<file path="src/rtl/decrypt_pipe_param_if.sv">
// Packet-in / result-out handshake bundle for decrypt_pipe_param.
// The master drives packets and output-ready; the slave (the pipe) drives ready and results.
interface decrypt_pipe_param_if #(
  parameter int unsigned DATA_W  = 60,
  parameter int unsigned KEY_W   = 11,
  parameter int unsigned KEY_LSB = 6
) ();
  localparam int unsigned PKT_W = KEY_LSB + KEY_W + DATA_W + 1;

  logic              in_valid;
  logic              in_ready;
  logic              in_mode;
  logic [PKT_W-1:0]  in_data;
  logic              out_valid;
  logic              out_ready;
  logic [DATA_W:0]   out_data;
  logic              out_err;

  modport master (
    output in_valid, in_mode, in_data, out_ready,
    input  in_ready, out_valid, out_data, out_err
  );

  modport slave (
    input  in_valid, in_mode, in_data, out_ready,
    output in_ready, out_valid, out_data, out_err
  );
endinterface

</file>
<file path="src/rtl/decrypt_pipe_param.sv">
// Two-stage key-mask decrypt/encrypt pipe: stage 1 expands the key into a mask,
// stage 2 subtracts (decrypt) or adds (encrypt) it, with valid/ready flow control and counters.
module decrypt_pipe_param #(
  parameter int unsigned     DATA_W  = 60,
  parameter int unsigned     KEY_W   = 11,
  parameter int unsigned     KEY_LSB = 6,
  parameter int unsigned     NSEG    = 6,
  parameter logic [NSEG-1:0] PATTERN = 6'b010110,
  parameter int unsigned     CNT_W   = 16
) (
  input  logic                   Clk,
  input  logic                   Rst_n,
  decrypt_pipe_param_if.slave    bus,
  input  logic                   cnt_clr,
  output logic [CNT_W-1:0]       pkt_cnt,
  output logic [CNT_W-1:0]       err_cnt
);
  localparam int unsigned PKT_W = KEY_LSB + KEY_W + DATA_W + 1;
  localparam int unsigned SEG_W = NSEG * KEY_W;

  logic [KEY_W-1:0]  key;
  logic [DATA_W:0]   y_in;
  logic [SEG_W-1:0]  seg_mask;
  logic [DATA_W-1:0] mask;
  logic              unused_bits;

  assign key  = bus.in_data[KEY_LSB +: KEY_W];
  assign y_in = bus.in_data[PKT_W-1 -: DATA_W+1];

  // Segments are built at full width; the top one is truncated by the slice below.
  always_comb begin
    seg_mask = '0;
    for (int unsigned i = 0; i < NSEG; i++) begin
      seg_mask[i*KEY_W +: KEY_W] = PATTERN[i] ? ~key : key;
    end
  end

  assign mask        = seg_mask[DATA_W-1:0];
  assign unused_bits = ^{seg_mask, bus.in_data};

  logic s1_v, s2_v;
  logic adv1, adv2;
  logic out_fire;

  assign adv2         = !s2_v || bus.out_ready;
  assign adv1         = !s1_v || adv2;
  assign bus.in_ready = adv1;
  assign out_fire     = s2_v && bus.out_ready;

  logic [DATA_W-1:0] s1_mask;
  logic [DATA_W:0]   s1_y;
  logic              s1_mode;

  always_ff @(posedge Clk or negedge Rst_n) begin
    if (!Rst_n) begin
      s1_v    <= 1'b0;
      s1_mask <= '0;
      s1_y    <= '0;
      s1_mode <= 1'b0;
    end else if (adv1) begin
      s1_v <= bus.in_valid;
      if (bus.in_valid) begin
        s1_mask <= mask;
        s1_y    <= y_in;
        s1_mode <= bus.in_mode;
      end
    end
  end

  logic [DATA_W:0] mask_ext;
  logic [DATA_W:0] diff;
  logic [DATA_W:0] sum;
  logic [DATA_W:0] res_data;
  logic            res_err;

  always_comb begin
    mask_ext = {1'b0, s1_mask};
    diff     = s1_y - mask_ext;
    sum      = {1'b0, s1_y[DATA_W-1:0]} + mask_ext;
    res_data = '0;
    res_err  = 1'b0;
    if (s1_mode) begin
      res_data = sum;
    end else begin
      res_data = {1'b0, diff[DATA_W-1:0]};
      res_err  = (s1_y < mask_ext);
    end
  end

  logic [DATA_W:0] s2_data;
  logic            s2_err;

  always_ff @(posedge Clk or negedge Rst_n) begin
    if (!Rst_n) begin
      s2_v    <= 1'b0;
      s2_data <= '0;
      s2_err  <= 1'b0;
    end else if (adv2) begin
      s2_v <= s1_v;
      if (s1_v) begin
        s2_data <= res_data;
        s2_err  <= res_err;
      end
    end
  end

  assign bus.out_valid = s2_v;
  assign bus.out_data  = s2_data;
  assign bus.out_err   = s2_err;

  // Clear wins over a coincident handshake; pkt_cnt wraps, err_cnt saturates.
  always_ff @(posedge Clk or negedge Rst_n) begin
    if (!Rst_n) begin
      pkt_cnt <= '0;
      err_cnt <= '0;
    end else if (cnt_clr) begin
      pkt_cnt <= '0;
      err_cnt <= '0;
    end else if (out_fire) begin
      pkt_cnt <= pkt_cnt + 1'b1;
      if (s2_err && (err_cnt != '1)) begin
        err_cnt <= err_cnt + 1'b1;
      end
    end
  end
endmodule

</file>
<file path="src/flat_wrapper.sv">
// flat-port wrapper written by rule: the top's interface ports become plain ports
module decrypt_pipe_param_flat 
#(
  parameter int unsigned     DATA_W  = 60,
  parameter int unsigned     KEY_W   = 11,
  parameter int unsigned     KEY_LSB = 6,
  parameter int unsigned     NSEG    = 6,
  parameter logic [NSEG-1:0] PATTERN = 6'b010110,
  parameter int unsigned     CNT_W   = 16
)
  (Clk, Rst_n, cnt_clr, pkt_cnt, err_cnt, bus_in_valid, bus_in_mode, bus_in_data, bus_out_ready, bus_in_ready, bus_out_valid, bus_out_data, bus_out_err);
  decrypt_pipe_param_if #(.DATA_W(DATA_W), .KEY_W(KEY_W), .KEY_LSB(KEY_LSB)) bus_i ();
  input  logic Clk;
  input  logic Rst_n;
  input  logic cnt_clr;
  output logic [CNT_W-1:0] pkt_cnt;
  output logic [CNT_W-1:0] err_cnt;
  input wire logic [$bits(bus_i.in_valid)-1:0] bus_in_valid;
  input wire logic [$bits(bus_i.in_mode)-1:0] bus_in_mode;
  input wire logic [$bits(bus_i.in_data)-1:0] bus_in_data;
  input wire logic [$bits(bus_i.out_ready)-1:0] bus_out_ready;
  output wire logic [$bits(bus_i.in_ready)-1:0] bus_in_ready;
  output wire logic [$bits(bus_i.out_valid)-1:0] bus_out_valid;
  output wire logic [$bits(bus_i.out_data)-1:0] bus_out_data;
  output wire logic [$bits(bus_i.out_err)-1:0] bus_out_err;
  assign bus_i.in_valid = bus_in_valid;
  assign bus_i.in_mode = bus_in_mode;
  assign bus_i.in_data = bus_in_data;
  assign bus_i.out_ready = bus_out_ready;
  assign bus_in_ready = bus_i.in_ready;
  assign bus_out_valid = bus_i.out_valid;
  assign bus_out_data = bus_i.out_data;
  assign bus_out_err = bus_i.out_err;
  decrypt_pipe_param #(.DATA_W(DATA_W), .KEY_W(KEY_W), .KEY_LSB(KEY_LSB), .NSEG(NSEG), .PATTERN(PATTERN), .CNT_W(CNT_W)) u_core (.Clk(Clk), .Rst_n(Rst_n), .bus(bus_i), .cnt_clr(cnt_clr), .pkt_cnt(pkt_cnt), .err_cnt(err_cnt));
endmodule
</file>
<file path="config.mk">
export PLATFORM = sky130hd
export DESIGN_NAME = decrypt_pipe_param_flat
export DESIGN_NICKNAME = d
export VERILOG_FILES = /design/src/rtl/decrypt_pipe_param_if.sv /design/src/rtl/decrypt_pipe_param.sv /design/src/flat_wrapper.sv
export SDC_FILE = /design/constraint.sdc
export NUM_CORES = 1
export LEC_CHECK = 0
export BUFFER_PORTS_ARGS = -buffer_cell sky130_fd_sc_hd__buf_2
export CAP_MARGIN = 5
export CORE_AREA = 2 2 197 122
export DETAILED_ROUTE_END_ITERATION = 12
export DIE_AREA = 0 0 199 124
export PLACE_DENSITY = 0.86
export SYNTH_ARGS = -nofsm -noshare
export SYNTH_HDL_FRONTEND = slang
export SYNTH_SLANG_ARGS = --single-unit
</file>
<file path="constraint.sdc">
create_clock -name Clk -period 6 [get_ports Clk]
set_input_delay 0.3 -clock Clk [delete_from_list [all_inputs] [get_ports Clk]]
set_output_delay 0.3 -clock Clk [all_outputs]
set_load 0.1 [all_outputs]
</file>
# --- Word level (Yosys, flattened, before mapping) ---
# Cells that the tools add are included.
totals:
  register_bits: 218
  in_bits: 84
  out_inout_bits: 96
  word_cells: 34
op_classes:
  add_sub_neg: 4
  order_cmp: 1
  n_eq_ne: 1
  n_mux: 7
  bitwise_logic: 1
  n_reduce_logical: 11
op_table:
  columns: ["operator", "n"]
  rows:
  - ["16-bit 2-to-1 mux", 5]
  - ["60-bit by 60-bit adder with 61-bit output", 1]
  - ["61-bit by 60-bit less-than comparator with 1-bit output", 1]
  - ["61-bit 2-to-1 mux", 1]
  - ["60-bit subtractor", 1]
  - ["16-bit by 1-bit adder with 16-bit output (second input constant)", 2]
  - ["16-bit inequality test (second input constant)", 1]
  - ["11-bit NOT", 1]
  - ["2-bit AND reduction", 3]
  - ["2-bit nonzero test", 2]
  - ["1-bit logical AND", 2]
  - ["1-bit logical NOT", 2]
  - ["1-bit logical OR", 2]
  - ["1-bit 2-to-1 mux", 1]

# --- Longest topological paths before layout ---
logic_depth:
  depth_word: 5
  depth_mapped: 14
  mapped_depth_nobuf: 14

# --- Least setup slack after synthesis ---
# No wires, ideal clock.
synth_path:
  kind: "register -> register"
  start: "reg u_core.s2_v (netlist: u_core.bus.out_valid)"
  end: "reg u_core.s1_y[29]"
  setup_ns: 0.117
  arrival_time_ns: 3.106
  t_required_ns: 5.883
  path_slack_ns: 2.777
  stages_incl_launch_ff: 8
  path_buffers: 3
  synth_period_minus_slack_ns: 3.223
  cell_sequence: "dfrtp_1 -> nand3b_1 -> and2_1 -> clkbuf_1 -> clkbuf_1 -> buf_1 -> nand2_1 -> nand2_1"
synth_between:
  elab_chain_len: 4
synth_lines:
  columns: ["item", "line", "rtl"]
  rows:
  - ["from (decl)", "decrypt_pipe_param.sv:41", "logic s1_v, s2_v;"]
  - ["from (signal assigned)", "decrypt_pipe_param.sv:99", "s2_v <= s1_v;"]
  - ["1-bit logical NOT", "decrypt_pipe_param.sv:45", "assign adv2 = !s2_v || bus.out_ready;"]
  - ["1-bit logical OR", "decrypt_pipe_param.sv:45", null]
  - ["1-bit logical OR", "decrypt_pipe_param.sv:46", "assign adv1 = !s1_v || adv2;"]
  - ["named net bus_in_ready", "flat_wrapper.sv:22", "output wire logic [$bits(bus_i.in_ready)-1:0] bus_in_ready;"]
  - ["2-bit AND reduction (no line)", null, null]
  - ["to (signal assigned)", "decrypt_pipe_param.sv:64", "s1_y <= y_in;"]
  - ["to (decl)", "decrypt_pipe_param.sv:51", "logic [DATA_W:0] s1_y;"]
# The timed path passes the listed nets, and every way through them passes these cells.
# A chain may end at the register's enable or synchronous reset.

# --- Worst setup path in the final report ---
layout_path:
  start: "reg u_core.s1_mask[48]"
  end: "reg u_core.s2_data[56] (netlist: u_core.bus.out_data[56])"
layout_between:
  elab_chain_len: 2
  word_cells_on_any_way: 3
  classes_between: "add/sub: 2; mux: 1"
layout_lines:
  columns: ["item", "line", "rtl"]
  rows:
  - ["from (decl)", "decrypt_pipe_param.sv:50", "logic [DATA_W-1:0] s1_mask;"]
  - ["from (signal assigned)", "decrypt_pipe_param.sv:63", "s1_mask <= mask;"]
  - ["60-bit subtractor or 60-bit by 60-bit adder with 61-bit output (tied branches)", "decrypt_pipe_param.sv:78, decrypt_pipe_param.sv:79", null]
  - ["61-bit 2-to-1 mux *", "decrypt_pipe_param.sv:82", "if (s1_mode) begin"]
  - ["to (signal assigned)", "decrypt_pipe_param.sv:101", "s2_data <= res_data;"]
  - ["to (decl)", "decrypt_pipe_param.sv:90", "logic [DATA_W:0] s2_data;"]
# Mark *: on every way between the ends. The rest lies on a longest branch, timed or not.

==> qor.yml <==
place:
  gp_congestion: 1.08
  io_buffers: 173
  dp_slack_ns: 1.40
  dpl.hpwl_mm: 43.6
worst_hold_path:
  hold_depth: 3
  hold_end: "u_core.s1_y[2]"
  hold_path.class: "primary input to flop"
  min_from: "bus_in_data[19]"
power_and_ir_drop:
  power_density_nw_per_um2: 446
  p_comb_frac: 0.598
  switchingPower_mw: 4.17
  p_leak_nw: 7.50
  clkPwrFrac: 0.161
  ir_drop_mv: 0.509
  swShare: 0.581
  p_seq_frac: 0.241
  cell_internal_pwr_mw: 3.01
critical_path:
  cp_data_required_time_ns: 6.31
  worstPathArrival_ns: 5.40
  end_kind: "flop"
  r2r_cells: 11
  r2r_slack_ns: 0.90
  criticalPathCategory: "flop to flop"
  startpoint_type: "flop"
  critPathMaxFanout: 12
  r2r_start: "u_core.s1_mask[48]"
  r2r_end: "u_core.bus.out_data[56]"
cts:
  postCtsSetupBuffers: 0
  cts_tree: "yes"
  cts-root-buf: "clkbuf_16"
  cts_max_level: 4
  cts_buffers: 17
  cts_sinks: 180
  cts_repair_resize_count: 0
  holdBufCountCts: 1
  clk_path_buf_depth: 2
  clkSlewWorstSetupHoldPaths_ns: 0.08
  clk-insertion-delay-late_ns: 0.47
sta:
  timing.fmax_mhz: 196
  rsz0062_at_grt: "no"
  finalMaxSlewViolations: 0
  min_period_over_period: 0.849
  tightestPinTransition_ns: 1.06
  finalSetupViolCount: 0
  skew_ns: 0.0182
  setup_ws_ns: 0.903
  tns_ns: 0
  hold_violations: 0
  timing.final.crit_period_ns: 5.10
  slew_headroom: 0.286
final_layout:
  diodes: 0
  drive_gt1_frac: 0.122
  fillCellCount: 1836
  area_growth_pct: 9.83
  nets: 2190
floorplanning:
  fp-row-count: 43
  core_area_um2: 22800
  die_w_um: 199
  fp.dieH_um: 124
  initial_core_util: 0.644
  die-area_um2: 24700
  ios: 180
synthesis:
  avgSynthCellArea_um2: 7.80
  netlist_instances: 1880
  syn_area_um2: 14700
  synth.distinct_cells: 86
  seq_area_frac_synth: 0.307
  syn_nets: 2088
  ys_ff_latch: 180
  yosys_warnings: 0
  synthFlopType: "dfrtp_1"
  async_reset_ff_frac: 1.00
  synth_edf_count: 0
global_route:
  grt_overflow: 0
  grt_pass1_wl_mm: 84.1
  first_global_vias: 14100
  antenna_found_initial: 0
  grt_max_degree: 88
  grt_usage: 0.462
outcome:
  status: "finished clean"
route:
  antenna_left: 0
  avgViaCountPerCell: 6.82
  dr_total_vias: 15800
  dr.pass1.iters: 8
  wl_mm: 57.0
  drc_errors: 0
  drt_iter0_drc: 2493
  wire_per_inst_um: 24.7
job:
  drv_cap: 0
## cell families after synthesis
logic type | after synthesis | share of synthesized area
and+or+nand+nor | 726 | 0.223
AOI/OAI and AO/OA | 566 | 0.247
buffers and inverters | 192 | 0.0598
DFF | 180 | 0.307
adders and majority gates | 124 | 0.107
xor gates and xnor gates | 84 | 0.0502
muxes | 8 | 0.00563
## synthesized netlist by cell type, drive strengths merged, types with 18 or more instances
cell type    n  area, um2
buf         33        221
o31ai       36        284
nand4       23        144
nor3        28        140
o21ai      156        781
nor4        33        206
a21oi      145        733
a21o        25        195
o21bai      22        165
a21boi      18        135
ha         122       1530
a211oi      20        160
nor2       144        541
o211ai      24        180
a31oi       20        125
nor2b       25        164
xnor2       55        482
nand3       39        195
xor2        29        254
clkbuf      66        293
dfrtp      180       4500
inv         90        338
nand2      357       1340
## how the worst max path moves through the flow
stage / start / end / slack [ns] / cells past startpoint
2_1_floorplan: u_core.bus.out_valid / u_core.s1_y[29] / 2.78 / 7
3_3_place_gp: u_core.s1_mask[48] / u_core.bus.out_data[56] / 1.54 / 11
3_5_place_dp: u_core.s1_mask[48] / u_core.bus.out_data[56] / 1.40 / 11
4_1_cts: u_core.s1_mask[48] / u_core.bus.out_data[56] / 1.37 / 11
5_1_grt: u_core.s1_mask[48] / u_core.bus.out_data[56] / 0.85 / 11
6_report: u_core.s1_mask[48] / u_core.bus.out_data[56] / 0.90 / 11
## per-stage QoR
step | instance area [um2] | cells | hold WS (ns) | power [mW] | utilization
after detailed placement | 15500 | 2277 | 0.280 | 5.86 | 0.680
after floorplan | 14700 | 1880 | 0.00441 | 4.89 | -
after global routing | 16100 | 2310 | 0.0213 | 7.43 | 0.707
after CTS | 16100 | 2310 | 0.00519 | 7.02 | 0.707
after global placement | 15500 | 2277 | 0.269 | 5.80 | 0.680
final | 16100 | 2310 | 0.00866 | 7.19 | 0.707
## cells in the final DEF (no fill, tap or decap), types with 39 or more instances in the layout
master / instances
a21oi_1: 143
buf_2: 172
dfrtp_1: 179
ha_1: 122
inv_1: 90
nand2_1: 355
nand3_1: 39
nor2_1: 144
o21ai_0: 151
xnor2_1: 55
## sequential cells by signal (all words and copies together), names as in the netlist
signal,cells
u_core.err_cnt,16
u_core.s1_mask,22
u_core.s1_v,1
u_core.bus.out_valid,1
u_core.s1_y,61
u_core.bus.out_data,61
u_core.pkt_cnt,16
u_core.bus.out_err,1
u_core.s1_mode,1
## power by group through the flow
stage,Clock (mW),Sequential (mW),Combinational [mW]
2_1_floorplan,0,3.11,1.77
3_3_place_gp,0,1.72,4.08
3_5_place_dp,0,1.74,4.12
4_1_cts,1.16,1.72,4.14
5_1_grt,1.20,1.75,4.47
6_report,1.16,1.73,4.30
## critical path, stage by stage (launching register included)
cell and delay [ns]:
dfrtp_1 0.63, inv_1 0.39, ha_1 0.64, a21oi_1 0.20, a2111oi_0 0.39, a21boi_1 0.74, a221oi_2 0.31, a211oi_1 0.80
a31oi_1 0.21, a211oi_1 0.35, xnor2_1 0.17, o21ai_0 0.10
## routing by layer
metal / part of all wire / up-vias / wire [um] / track usage
met1: 0.43 / 7406 / 24300 / 0.676
met2: 0.36 / 1333 / 20800 / 0.589
met3: 0.17 / 172 / 9980 / 0.213
li1: - / 6839 / - / -
met4: 0.034 / 2 / 1920 / 0.139
met5: 0.00091 / - / 52 / 0.0165
## area by class of cell
class | count | area [um2] | share of cell area
clock buffer | 17 | 425 | 0.0264
multi-input combinational | 1508 | 9290 | 0.577
tap | 315 | 394 | 0.0245
timing repair buffer | 184 | 960 | 0.0596
inverter | 91 | 342 | 0.0212
sequential | 180 | 4510 | 0.280
clock inverter | 15 | 186 | 0.0116
No activity file was read; power rests on OpenSTA's default activity.
